<file path="src/rtl/finish_seq_ctrl.sv">
`default_nettype none
// ============================================================================
//  Module   : finish_seq_ctrl
//  Brief    : Initiator side of the finish_gen handshake. Accepts a job
//             (beat count) on a valid/ready port, programs finish_gen through
//             enable/clear/total_num, waits for finish and returns a
//             completion record carrying the elapsed RUN cycle count.
//  Options  : FINISH_SEQ_WATCHDOG_EN - adds a RUN-state watchdog that forces
//             completion with done_err=1 after TIMEOUT_CYC cycles.
//  Revision : 1.0 - initial release
// ============================================================================
module finish_seq_ctrl #(
    parameter int CNT_W       = 32,
    parameter int TIMEOUT_CYC = 1024
) (
    input  logic             clk,
    input  logic             rstn,
    input  logic             req_valid,
    output logic             req_ready,
    input  logic [CNT_W-1:0] req_num,
    output logic             gen_enable,
    output logic             gen_clear,
    output logic [CNT_W-1:0] gen_total_num,
    input  logic             gen_finish,
    output logic             done_valid,
    input  logic             done_ready,
    output logic [CNT_W-1:0] done_cycles,
    output logic             done_err,
    output logic             busy
);

    localparam logic [1:0] c_st_idle  = 2'd0;
    localparam logic [1:0] c_st_clear = 2'd1;
    localparam logic [1:0] c_st_run   = 2'd2;
    localparam logic [1:0] c_st_done  = 2'd3;

    logic [1:0]       state_q, state_d;
    logic             fin_q, fin_d;
    logic [CNT_W-1:0] cnt_q, cnt_d;
    logic [CNT_W-1:0] total_q, total_d;
    logic [CNT_W-1:0] cyc_q, cyc_d;

    logic w_accept;
    logic w_num_zero;
    logic w_fin_hit;
    logic w_timeout;

    assign w_accept   = req_valid && (state_q == c_st_idle);
    assign w_num_zero = (req_num == '0);
    // The first RUN cycle sees finish as sampled during CLEAR, which may still
    // be left over from the previous job; the counter is zero only there.
    assign w_fin_hit  = (state_q == c_st_run) && fin_q && (cnt_q != '0);

`ifdef FINISH_SEQ_WATCHDOG_EN
    localparam logic [CNT_W-1:0] c_timeout = CNT_W'(TIMEOUT_CYC);

    logic err_q, err_d;
    logic wd_clr_q, wd_clr_d;

    // A real finish in the same cycle as the limit wins over the watchdog.
    assign w_timeout = (state_q == c_st_run) && !w_fin_hit && (cnt_q >= c_timeout);

    // Error flag and the one-shot clear issued when the watchdog fires
    always_comb begin
        err_d    = err_q;
        wd_clr_d = w_timeout;
        if (w_accept) begin
            err_d = 1'b0;
        end else if (w_timeout) begin
            err_d = 1'b1;
        end
    end

    // Watchdog flops
    always_ff @(posedge clk or negedge rstn) begin
        if (!rstn) begin
            err_q    <= 1'b0;
            wd_clr_q <= 1'b0;
        end else begin
            err_q    <= err_d;
            wd_clr_q <= wd_clr_d;
        end
    end

    assign done_err = err_q;
`else
    assign w_timeout = 1'b0;
    assign done_err  = 1'b0;
`endif

    // State register
    always_ff @(posedge clk or negedge rstn) begin
        if (!rstn) begin
            state_q <= c_st_idle;
        end else begin
            state_q <= state_d;
        end
    end

    // Next-state logic
    always_comb begin
        state_d = state_q;
        case (state_q)
            c_st_idle: begin
                if (w_accept) begin
                    state_d = w_num_zero ? c_st_done : c_st_clear;
                end
            end
            c_st_clear: state_d = c_st_run;
            c_st_run: begin
                if (w_fin_hit || w_timeout) begin
                    state_d = c_st_done;
                end
            end
            c_st_done: begin
                if (done_ready) begin
                    state_d = c_st_idle;
                end
            end
            default: state_d = c_st_idle;
        endcase
    end

    // Output decode from the current state
    always_comb begin
        req_ready  = (state_q == c_st_idle);
        gen_enable = (state_q == c_st_run);
        done_valid = (state_q == c_st_done);
        busy       = (state_q != c_st_idle);
`ifdef FINISH_SEQ_WATCHDOG_EN
        gen_clear  = (state_q == c_st_clear) || wd_clr_q;
`else
        gen_clear  = (state_q == c_st_clear);
`endif
    end

    // Datapath: job size latch, RUN cycle counter and completion count
    always_comb begin
        fin_d   = gen_finish;
        total_d = total_q;
        cnt_d   = cnt_q;
        cyc_d   = cyc_q;
        if (w_accept) begin
            cyc_d = '0;
            if (!w_num_zero) begin
                total_d = req_num;
            end
        end
        if (state_q == c_st_clear) begin
            cnt_d = '0;
        end else if (state_q == c_st_run) begin
            cnt_d = (&cnt_q) ? cnt_q : cnt_q + 1'b1;
        end
        if (w_fin_hit) begin
            cyc_d = cnt_q;
        end else if (w_timeout) begin
            cyc_d = cnt_q;
        end
    end

    // Datapath flops
    always_ff @(posedge clk or negedge rstn) begin
        if (!rstn) begin
            fin_q   <= 1'b0;
            total_q <= '0;
            cnt_q   <= '0;
            cyc_q   <= '0;
        end else begin
            fin_q   <= fin_d;
            total_q <= total_d;
            cnt_q   <= cnt_d;
            cyc_q   <= cyc_d;
        end
    end

    assign gen_total_num = total_q;
    assign done_cycles   = cyc_q;

endmodule
`default_nettype wire

</file>
<file path="config.mk">
export PLATFORM = sky130hd
export DESIGN_NAME = finish_seq_ctrl
export DESIGN_NICKNAME = d
export VERILOG_FILES = /design/src/rtl/finish_seq_ctrl.sv
export SDC_FILE = /design/constraint.sdc
export NUM_CORES = 1
export LEC_CHECK = 0
export ABC_CLOCK_PERIOD_IN_PS = 2000
export BUFFER_PORTS_ARGS = -buffer_cell sky130_fd_sc_hd__buf_4
export CORE_MARGIN = 2
export CORE_UTILIZATION = 49
export DETAILED_ROUTE_END_ITERATION = 10
export PLACE_DENSITY = 0.76
export SYNTH_ARGS = -nofsm -noshare
export SYNTH_HDL_FRONTEND = slang
export SYNTH_SLANG_ARGS = --single-unit
</file>
<file path="constraint.sdc">
create_clock -name clk -period 2 [get_ports clk]
set_input_delay 0.2 -clock clk [delete_from_list [all_inputs] [get_ports clk]]
set_output_delay 0.2 -clock clk [all_outputs]
set_load 0.05 [all_outputs]
</file>
==> metrics.yaml <==
worst_hold_path:
  holdPathStages: 2
  hp-class: "in2reg"
  worstHoldStart: "req_num[13]"
place:
  place_inst: 728
  portBuffers: 105
  hpwl_um: 8640
  routabilityCongestion: 0.920
synthesis:
  yosysSeqAreaShare_pct: 51.4
  synth_top_cell_by_area: "dfrtp_1"
  synth-simple-area-share_pct: 14.7
  yosysWarnings: 0
  synth-adder-area-share_pct: 1.56
  synth_ff_type: "dfrtp_1"
  synthMuxAreaShare_pct: 14.6
  synthCells: 464
  syn_avg_cell_area_um2: 10.4
  synth.cell_area_um2: 4820
  synth.distinct_cells: 39
  async_flop_share_pct: 100
  synth-edff-count: 0
  synth_compound_area_share_pct: 12.0
  synth-seq-cells: 99
  synth_xor_xnor_area_share_pct: 0
  synth_top_family_by_area: "simple AND/OR/NAND/NOR gates"
  synth_nets: 507
  synth_area_leaders: "dfrtp_1, mux2_2, mux2i_1"
  synth_top_area_share_pct: 51.4
floorplan:
  die_area_um2: 10700
  pin_count: 107
  initial_utilization_pct: 49.8
  std_cell_rows: 36
  core-area_um2: 9680
  die_y_um: 103
  die_w_um: 103
sta:
  timing.fmax_mhz: 511
  rsz0062_at_grt: "yes"
  clock_skew_ns: 0.0135
  fin_crit_ns: 1.96
  final_hold_viol_count: 0
  worstMarginPinSlew_ns: 0.638
  slew_headroom_pct: 57.5
  slew_viol_final: 0
  finalCritPeriodShare_pct: 97.9
  setup_viol: 0
setup_path:
  worstPathArrival_ns: 2.22
  worstSetupEndpointType: "flop"
  crit_fanout: 7
  required_ns: 2.26
  reg2reg_from: "state_q[1]"
  path_class: "reg2reg"
  worst_setup_path_start_kind: "flop"
  r2r_cells: 9
  startpoint: "state_q[1]"
cts:
  cts_buffers: 9
  cts_buffer_depth: 2
  clk_pin_slew_ns: 0.10
  htreeDepth: 3
  clock_sinks: 99
  cts_root_buffer: "clkbuf_8"
  cts_tree: "yes"
  clock_latency_ns: 0.37
route:
  vias: 4221
  drc: 0
  ant_nets: 0
  viasPerCell: 5.59
  drt_iter0_markers: 219
  wire_per_inst_um: 16.8
  routed_wirelength_um: 12700
  dr.pass1.iters: 5
global_routing:
  grt_pass1_wl_um: 18900
  grt_max_degree: 50
  grt_antenna_before_repair: 0
  grt_util_all_layers_pct: 23.2
  grt_pass1_vias: 3900
  gr-total-overflow: 0
pwr:
  p_total_mw: 8.74
  switchingPower_mw: 3.89
  ir_worst_vdd_mv: 0.795
  leakagePower_nw: 2.92
  netSwitchingFraction_pct: 44.5
  power_frac_comb_pct: 55.9
  p_int_mw: 4.85
  powerDensity_nw_per_um2: 1330
  p_seq_share_pct: 30.1
  power_frac_clock_pct: 14.0
job:
  maxCapViolCount: 0
cells_and_area:
  final_nets: 661
  n_antenna_cell: 0
  area_growth_pct: 35.8
  drive_gt1_share_pct: 37.3
  fin_cells: 755
  n_fill_cell: 732
run_status:
  status: "finished clean"
[power by group through the flow]
stage / sequential [mW] / combinational [mW] / clock [mW]
3_5_place_dp: 2.67 / 4.37 / 0
4_1_cts: 2.63 / 4.46 / 1.24
2_1_floorplan: 3.89 / 1.68 / 0
3_3_place_gp: 2.64 / 4.30 / 0
5_1_grt: 2.66 / 5.17 / 1.31
6_report: 2.63 / 4.89 / 1.22
[state kept, by name, summed over array words and instances, names as in the netlist]
name           count
fin_q              1
gen_total_num     32
done_cycles       32
state_q            2
cnt_q             32
[cell usage in the layout (no fill, tap or decap), drive strengths merged]
cell,n
buf,167
dfrtp,99
nand2,53
o21ai,41
inv,37
mux2,34
mux2i,32
nor4,18
o31ai,16
clkbuf,16
nand4,14
nand3,13
nor2,13
a31oi,11
a21oi,9
and4,8
a41oi,6
o41ai,6
ha,6
nor3,5
and3,3
nor2b,3
nand2b,2
dlygate4sd3,2
and2,1
or4,1
or2,1
nor4b,1
a22oi,1
o32a,1
conb,1
clkinvlp,1
[worst max-delay path: stages (launching register included)]
cell,delay [ns]
dfrtp_1,0.41
inv_1,0.10
ha_2,0.23
nor2b_4,0.15
nand3_2,0.15
o31ai_4,0.32
buf_12,0.16
clkbuf_16,0.14
o21ai_0,0.10
o41ai_1,0.08
[final cells by class]
cell class / instances / area, µm² / share of cell area (%)
Clock inverter: 1 / 7.51 / 0.115
Multi-Input combinational cell: 300 / 2150 / 32.9
Sequential cell: 99 / 2480 / 37.8
Tap cell: 133 / 166 / 2.54
Clock buffer: 14 / 173 / 2.64
Timing Repair Buffer: 171 / 1440 / 21.9
Inverter: 37 / 139 / 2.12
[layer usage]
metal | vias to the layer above | global-route usage (%) | wire (µm)
li1 | 1978 | - | -
met1 | 2049 | 30.4 | 5480
met2 | 172 | 38.7 | 6190
met3 | 22 | 3.63 | 774
met4 | 0 | 9.41 | 230
met5 | - | 0 | 0
[metrics by stage]
step | setup TNS [ns] | setup slack [ns] | hold slack (ns) | util (%) | area [µm²]
floorplan | 0 | 0.00485 | -0.0956 | - | 4840
global placement | -7.21 | -0.229 | 0.261 | 63.4 | 6140
detailed placement | -9.80 | -0.374 | 0.267 | 63.4 | 6140
CTS | 0 | 0.00807 | 0.0628 | 66.0 | 6400
global route | -0.863 | -0.0510 | 0.0585 | 67.6 | 6550
finish | 0 | 0.0419 | 0.0710 | 67.6 | 6550
[Yosys cell counts (3+ instances only)]
master,count
inv_1,37
and3_1,3
clkbuf_1,8
nand2_1,52
ha_1,6
o41ai_1,6
and4_1,8
nor2_1,12
o31ai_1,14
mux2i_1,32
a21oi_1,9
nand3_1,13
nand4_1,13
a31oi_1,11
buf_2,19
dfrtp_1,99
mux2_2,33
nor3_1,5
nor2b_1,3
a41oi_1,6
nor4_1,17
o21ai_0,40
[kinds of logic after synthesis]
family / after synthesis
AND/OR/NAND/NOR: 135
adder cells (fa/ha/maj): 6
other: 1
flip-flops: 99
multiplexers: 66
buffers and inverters: 66
AO/OA/AOI/OAI: 91
[final timing paths]
check,slack [ns],end
min in group asynchronous,0.40,gen_total_num[11]
hold reg to reg,0.51,gen_total_num[4]
setup reg to reg,0.04,cnt_q[19]
hold / removal,0.07,gen_total_num[13]
max in group asynchronous,0.91,cnt_q[28]
setup / recovery,0.04,cnt_q[19]
[repair_timing]
| action | in CTS | in global routing |
|---|---|---|
| resized for setup | 3 | 17 |
| pin swaps | 1 | 3 |
| endpoints found under the setup margin | 46 | 64 |
| buffers inserted | 3 | 4 |
| hold endpoints to repair | 48 | 0 |
| cloned | 1 | 2 |
| hold buffers | 2 | 0 |
Power figures use the tool's default switching activity.
